--- src/rtl/fp_div.sv ---
// IEEE-754 single-precision divider: 26-cycle restoring significand division,
// round-to-nearest-even, flush-to-zero inputs, no subnormal outputs.
module fp_div #(
    parameter int XLEN = 32
) (
    input  logic            clk,
    input  logic            rst,
    input  logic            start,
    input  logic [XLEN-1:0] in1,
    input  logic [XLEN-1:0] in2,
    output logic [XLEN-1:0] result,
    output logic            busy,
    output logic            done,
    output logic            overflow,
    output logic            underflow,
    output logic            div_by_zero,
    output logic            invalid
);
    // state | meaning
    // IDLE  | waiting for start; operands captured and classified on start
    // DIV   | one restoring-division step per cycle, 26 cycles
    // ROUND | normalise, round to nearest even, range check
    // DONE  | one-cycle done pulse
    localparam logic [1:0] IDLE  = 2'd0;
    localparam logic [1:0] DIV   = 2'd1;
    localparam logic [1:0] ROUND = 2'd2;
    localparam logic [1:0] DONE  = 2'd3;

    logic [1:0]        state;
    logic [4:0]        cnt;
    logic              sign_r;
    logic signed [9:0] exp_r;
    logic [24:0]       rem_r;
    logic [23:0]       mb_r;
    logic [25:0]       q_r;

    logic [7:0]  ea, eb;
    logic        z1, z2, inf1, inf2, nan1, nan2, sign_q;
    logic        spec_hit, spec_inv, spec_dbz;
    logic [31:0] spec_res;
    logic signed [9:0] e_init;

    always_comb begin
        ea     = in1[30:23];
        eb     = in2[30:23];
        z1     = (ea == 8'd0);
        z2     = (eb == 8'd0);
        inf1   = (ea == 8'hFF) && (in1[22:0] == 23'd0);
        inf2   = (eb == 8'hFF) && (in2[22:0] == 23'd0);
        nan1   = (ea == 8'hFF) && (in1[22:0] != 23'd0);
        nan2   = (eb == 8'hFF) && (in2[22:0] != 23'd0);
        sign_q = in1[31] ^ in2[31];
        e_init = $signed({2'b00, ea}) - $signed({2'b00, eb}) + 10'sd127;
        spec_hit = 1'b1;
        spec_inv = 1'b0;
        spec_dbz = 1'b0;
        spec_res = 32'd0;
        if (nan1 || nan2) begin
            spec_res = 32'h7FC00000;
        end else if ((z1 && z2) || (inf1 && inf2)) begin
            spec_res = 32'h7FC00000;
            spec_inv = 1'b1;
        end else if (inf1) begin
            spec_res = {sign_q, 8'hFF, 23'd0};
        end else if (inf2 || z1) begin
            spec_res = {sign_q, 31'd0};
        end else if (z2) begin
            spec_res = {sign_q, 8'hFF, 23'd0};
            spec_dbz = 1'b1;
        end else begin
            spec_hit = 1'b0;
        end
    end

    logic [25:0] diff;
    logic        q_bit;
    logic [24:0] rem_next;

    always_comb begin
        diff     = {1'b0, rem_r} - {2'b00, mb_r};
        q_bit    = ~diff[25];
        rem_next = q_bit ? {diff[23:0], 1'b0} : {rem_r[23:0], 1'b0};
    end

    // Quotient lies in [2^24, 2^26); normalise so the leading one sits at bit 25.
    logic [25:0]       norm;
    logic signed [9:0] e1, e2;
    logic [23:0]       sig, sig2;
    logic              guard, sticky, round_up;
    logic [24:0]       sum;
    logic [31:0]       round_res;
    logic              round_ovf, round_unf;

    always_comb begin
        norm     = q_r[25] ? q_r : (q_r << 1);
        e1       = q_r[25] ? exp_r : exp_r - 10'sd1;
        sig      = norm[25:2];
        guard    = norm[1];
        sticky   = norm[0] | (rem_r != 25'd0);
        round_up = guard & (sticky | sig[0]);
        sum      = {1'b0, sig} + {24'd0, round_up};
        sig2     = sum[24] ? sum[24:1] : sum[23:0];
        e2       = sum[24] ? e1 + 10'sd1 : e1;
        round_ovf = 1'b0;
        round_unf = 1'b0;
        if (e2 >= 10'sd255) begin
            round_res = {sign_r, 8'hFF, 23'd0};
            round_ovf = 1'b1;
        end else if (e2 <= 10'sd0) begin
            round_res = {sign_r, 31'd0};
            round_unf = 1'b1;
        end else begin
            round_res = {sign_r, e2[7:0], sig2[22:0]};
        end
    end

    always_ff @(posedge clk or posedge rst) begin
        if (rst) begin
            state       <= IDLE;
            cnt         <= 5'd0;
            sign_r      <= 1'b0;
            exp_r       <= 10'sd0;
            rem_r       <= 25'd0;
            mb_r        <= 24'd0;
            q_r         <= 26'd0;
            result      <= 32'd0;
            overflow    <= 1'b0;
            underflow   <= 1'b0;
            div_by_zero <= 1'b0;
            invalid     <= 1'b0;
        end else begin
            case (state)
                IDLE: begin
                    if (start) begin
                        sign_r      <= sign_q;
                        exp_r       <= e_init;
                        rem_r       <= {2'b01, in1[22:0]};
                        mb_r        <= {1'b1, in2[22:0]};
                        q_r         <= 26'd0;
                        cnt         <= 5'd25;
                        overflow    <= 1'b0;
                        underflow   <= 1'b0;
                        div_by_zero <= spec_hit & spec_dbz;
                        invalid     <= spec_hit & spec_inv;
                        result      <= spec_hit ? spec_res : 32'd0;
                        state       <= spec_hit ? DONE : DIV;
                    end
                end
                DIV: begin
                    rem_r <= rem_next;
                    q_r   <= {q_r[24:0], q_bit};
                    if (cnt == 5'd0) state <= ROUND;
                    else cnt <= cnt - 5'd1;
                end
                ROUND: begin
                    result    <= round_res;
                    overflow  <= round_ovf;
                    underflow <= round_unf;
                    state     <= DONE;
                end
                default: state <= IDLE;
            endcase
        end
    end

    assign busy = (state == DIV) || (state == ROUND);
    assign done = (state == DONE);
endmodule

--- config.mk ---
export PLATFORM = sky130hd
export DESIGN_NAME = fp_div
export DESIGN_NICKNAME = d
export VERILOG_FILES = /design/src/rtl/fp_div.sv
export SDC_FILE = /design/constraint.sdc
export NUM_CORES = 1
export LEC_CHECK = 0
export ABC_AREA = 1
export ABC_CLOCK_PERIOD_IN_PS = 7200
export CAP_MARGIN = 0
export CORE_ASPECT_RATIO = 0.8
export CORE_MARGIN = 2
export CORE_UTILIZATION = 62
export CTS_CLUSTER_DIAMETER = 120
export DETAILED_ROUTE_END_ITERATION = 12
export PLACE_DENSITY = 0.85
export SYNTH_ARGS = -nofsm -noshare
export SYNTH_HDL_FRONTEND = slang
export SYNTH_SLANG_ARGS = --single-unit
--- constraint.sdc ---
create_clock -name clk -period 7.2 [get_ports clk]
set_input_delay 2.16 -clock clk [delete_from_list [all_inputs] [get_ports clk]]
set_output_delay 2.16 -clock clk [all_outputs]
set_load 0.005 [all_outputs]
==> summary.md <==
| Metric | Value |
|---|---|
| Outcome | completed |
| Setup tns final | 0 ps |
| Share of the yosys chip area belonging to registers | about a third |
| Post CTS Setup Buffer Count | 0 |
| RePlAce Congestion | between 0.9 and 1 |
| Hold-fix buffers, CTS | 0 |
| Router iterations before antenna repair | 6 |
| Fill count | approximately 1100 |
| Dpl cells | roughly 1600 |
| Root buf cell | clkbuf_16 |
| LEAKAGE | around 5.3 nW |
| VDD IR-drop max | about 0.22 mV |
| Clock transition at the registers of the reported paths | ~60 ps |
| Slew Limit Fails | 0 |
| Placement Cell Area | 10600 sq um |
| Die Y-Extent | ~110 microns |
| Crit Path Max Fanout | between 40 and 50 |
| Final Cycle Share | approximately two thirds |
| Most used cell, CP | buf_4 |
| Area grow syn2layout | 17.4% |
| Clk_lat worst skew | between 400 and 500 ps |
| First-pass GRT wire length | a little over 40000 microns |
| Max Clock Freq | roughly 0.2 GHz |
| Async SR Flop Fraction | 100% |
| FP Rows | 40 |
| Inserted Diodes | 0 |
| Yosys reg bits | around 130 |
| Commonest non-fill, non-tap cell in the layout | nand2_1 |
| Final setup fails | 0 |
| Synth Area per Inst | 7.03 sq um |
| Largest net degree at the start of global routing | between 60 and 70 |
| CP Class | in2reg |
| Final Hold Fails | 0 |
| Crit path max-delay cell type | clkinv_1 |
| Synth Cell Area | 9530 sq um |
| Worst EP required | ~7500 ps |
| Clock skew | between 8 and 9 ps |
| Pwr per Cell Area | ~420 nW/um^2 |
| Main synth FF type | dfrtp_1 |
| Initial core utilization | a little under two thirds |
| Htree depth | 4 |
| Port buffer count | ~100 |
| Buf/Inv on CP | 6 |
| RSZ-0062 raised after global routing | no |
| Final core occ | 74.5% |
| Fin area | 11200 sq um |
| Yosys warns | 0 |
| Initial antenna violation count | 0 |
| CP max stage delay | 800 ps |
| WL/cell | between 10 and 15 microns |
| CTS Sinks | around 130 |
| Die X | 143 microns |
| Crit path max-delay family | buffers and inverters |
| Cells after synthesis | 1355 |
| Total GRT Usage | between 30% and 40% |
| CP cell instances | clkdlybuf4s50_1, nand2_1, buf_4, clkinv_1, a21oi_2, buf_4, inv_1, buf_4, nor2_1, a21oi_1 |
| Slew HR | 34.7% |
| Clock Path Buffers | 2 |
| Vias in the first global route | 8685 |
| Actual slew at the worst max-slew pin | 973 ps |
| DR iter-0 viols | 872 |
| Total gr overflow | 0 |
| Share of layout cells above drive strength 1 | under 10% |
| Nature of the critical path endpoint | register |
| Startpoint types | input pin |
| Post-DP HPWL | ~18000 microns |
| Die area | roughly 16000 sq um |
| Nets | 1555 |
| Core Box Area | between 15000 and 20000 sq um |
| CP Data Arrival Time | between 5000 and 6000 ps |
| Residual DRC count | 0 |
| Multi-input gate area | approximately 5300 sq um |
| Post-CTS Resized | 0 |
| Detail Route Antenna Nets | 0 |
| Post-synth cell types | 49 |
| Num CTS Buffers | 17 |
| Total number of vias | between 9000 and 10000 |
| Max-Cap Viols | 0 |
| Io pins | between 100 and 150 |
| Routed wire length | around 25000 microns |
| CTS tree | done |
| Min-Delay Path Class | reg2reg |
| Minimum clock period after layout | approximately 4900 ps |
| EDFF count, synth | 0 |
| Synthesized net count | 1467 |
| Commonest cells after routing, fill and taps aside | nand2_1 (321), inv_1 (178), dfrtp_1 (129), nor2_1 (118), clkdlybuf4s50_1 (104) |
| DR vias/cell | between 5 and 6 |
| Non-Filler Instances | 1645 |
| Register Area | roughly 3200 sq um |
-- power by group --
part / switching, mW / internal (mW)
Combinational: 1.79 / 0.958
Clock: 0.331 / 0.525
Sequential: 0.184 / 0.964
Total: 2.30 / 2.45
-- final cells by class --
class	instances	area share (%)
multi-input cells	991	47.7
flip-flops and latches	129	28.8
repair buffers	110	9.70
inverters	194	6.53
clock buffers	22	4.15
well taps	189	2.11
clock inverters	10	0.984
-- logic make-up after synthesis --
group | share of synthesized area (%)
and+or+nand+nor | 29.6
AOI/OAI and AO/OA | 16.5
buffers and inverters | 10.2
DFF | 33.9
adders and majority gates | 6.07
xor gates and xnor gates | 3.86
-- per-layer routing --
layer | share of wire, % | GRT usage [%] | routed length (microns) | up-vias
li1 | - | - | - | 4620
met1 | 47 | 46.2 | 11600 | 4377
met2 | 44 | 47.1 | 10800 | 367
met3 | 7.5 | 6.41 | 1840 | 35
met4 | 1.4 | 8.45 | 348 | 0
met5 | 0 | 0 | 0 | -
-- worst register-to-register path, stage by stage, from the launching register on --
cell     delay (ps)
dfrtp_1         810
inv_2           450
nand2_2         180
nand2_2          80
nor2_4          140
nand2_2         100
nor2_4          280
nand3_4         250
inv_2           270
nand2_1         100
nand2_1         100
nand3_1          90
nor2_1          130
nand2_1          80
nand2_2         140
inv_2           150
nand2_2         330
o21ai_0         140
-- registers in the layout (all words and copies together) (netlist names), 2 cells and up --
register,count
mb_r,24
rem_r,25
cnt,5
exp_r,10
q_r,26
result,32
state,2
-- final timing paths --
check | startpoint | to | slack (ps) | cells past startpoint
max in group asynchronous | rst | mb_r[18] | 3630 | 3
hold / removal | mb_r[23] | mb_r[23] | 460 | 2
setup reg to reg | q_r[25] | result[21] | 3230 | 17
setup / recovery | start | rem_r[18] | 2270 | 10
min in group asynchronous | rst | cnt[2] | 2250 | 2
hold reg to reg | mb_r[23] | mb_r[23] | 460 | 2
-- metrics by stage --
step | setup WS [ps] | power, mW | hold slack, ps
final | 2270 | 4.75 | 462
after global routing | 2050 | 5.15 | 488
after CTS | 2310 | 4.69 | 469
after detailed placement | 1930 | 3.81 | 455
after global placement | 1980 | 3.73 | 443
after floorplan | 1600 | 3.17 | 426
-- Yosys cell counts, types with 9 or more instances --
master	n	share of area, %
o21ai_0	99	5.2
nand2_1	321	13
nor4_1	22	1.4
nor3_1	20	1.1
nor2_2	10	0.66
a21oi_1	95	5.0
nand2_2	21	1.4
ha_1	43	5.6
inv_2	10	0.39
clkbuf_1	26	1.0
xnor2_1	10	0.92
inv_1	179	7.1
nand3_1	60	3.2
o21ai_2	15	1.4
xor2_1	32	2.9
buf_6	9	1.1
o22ai_1	26	1.7
dfrtp_1	129	34
nor2_1	118	4.6
nand4_1	26	1.7
No activity file was read; power rests on OpenSTA's default activity.
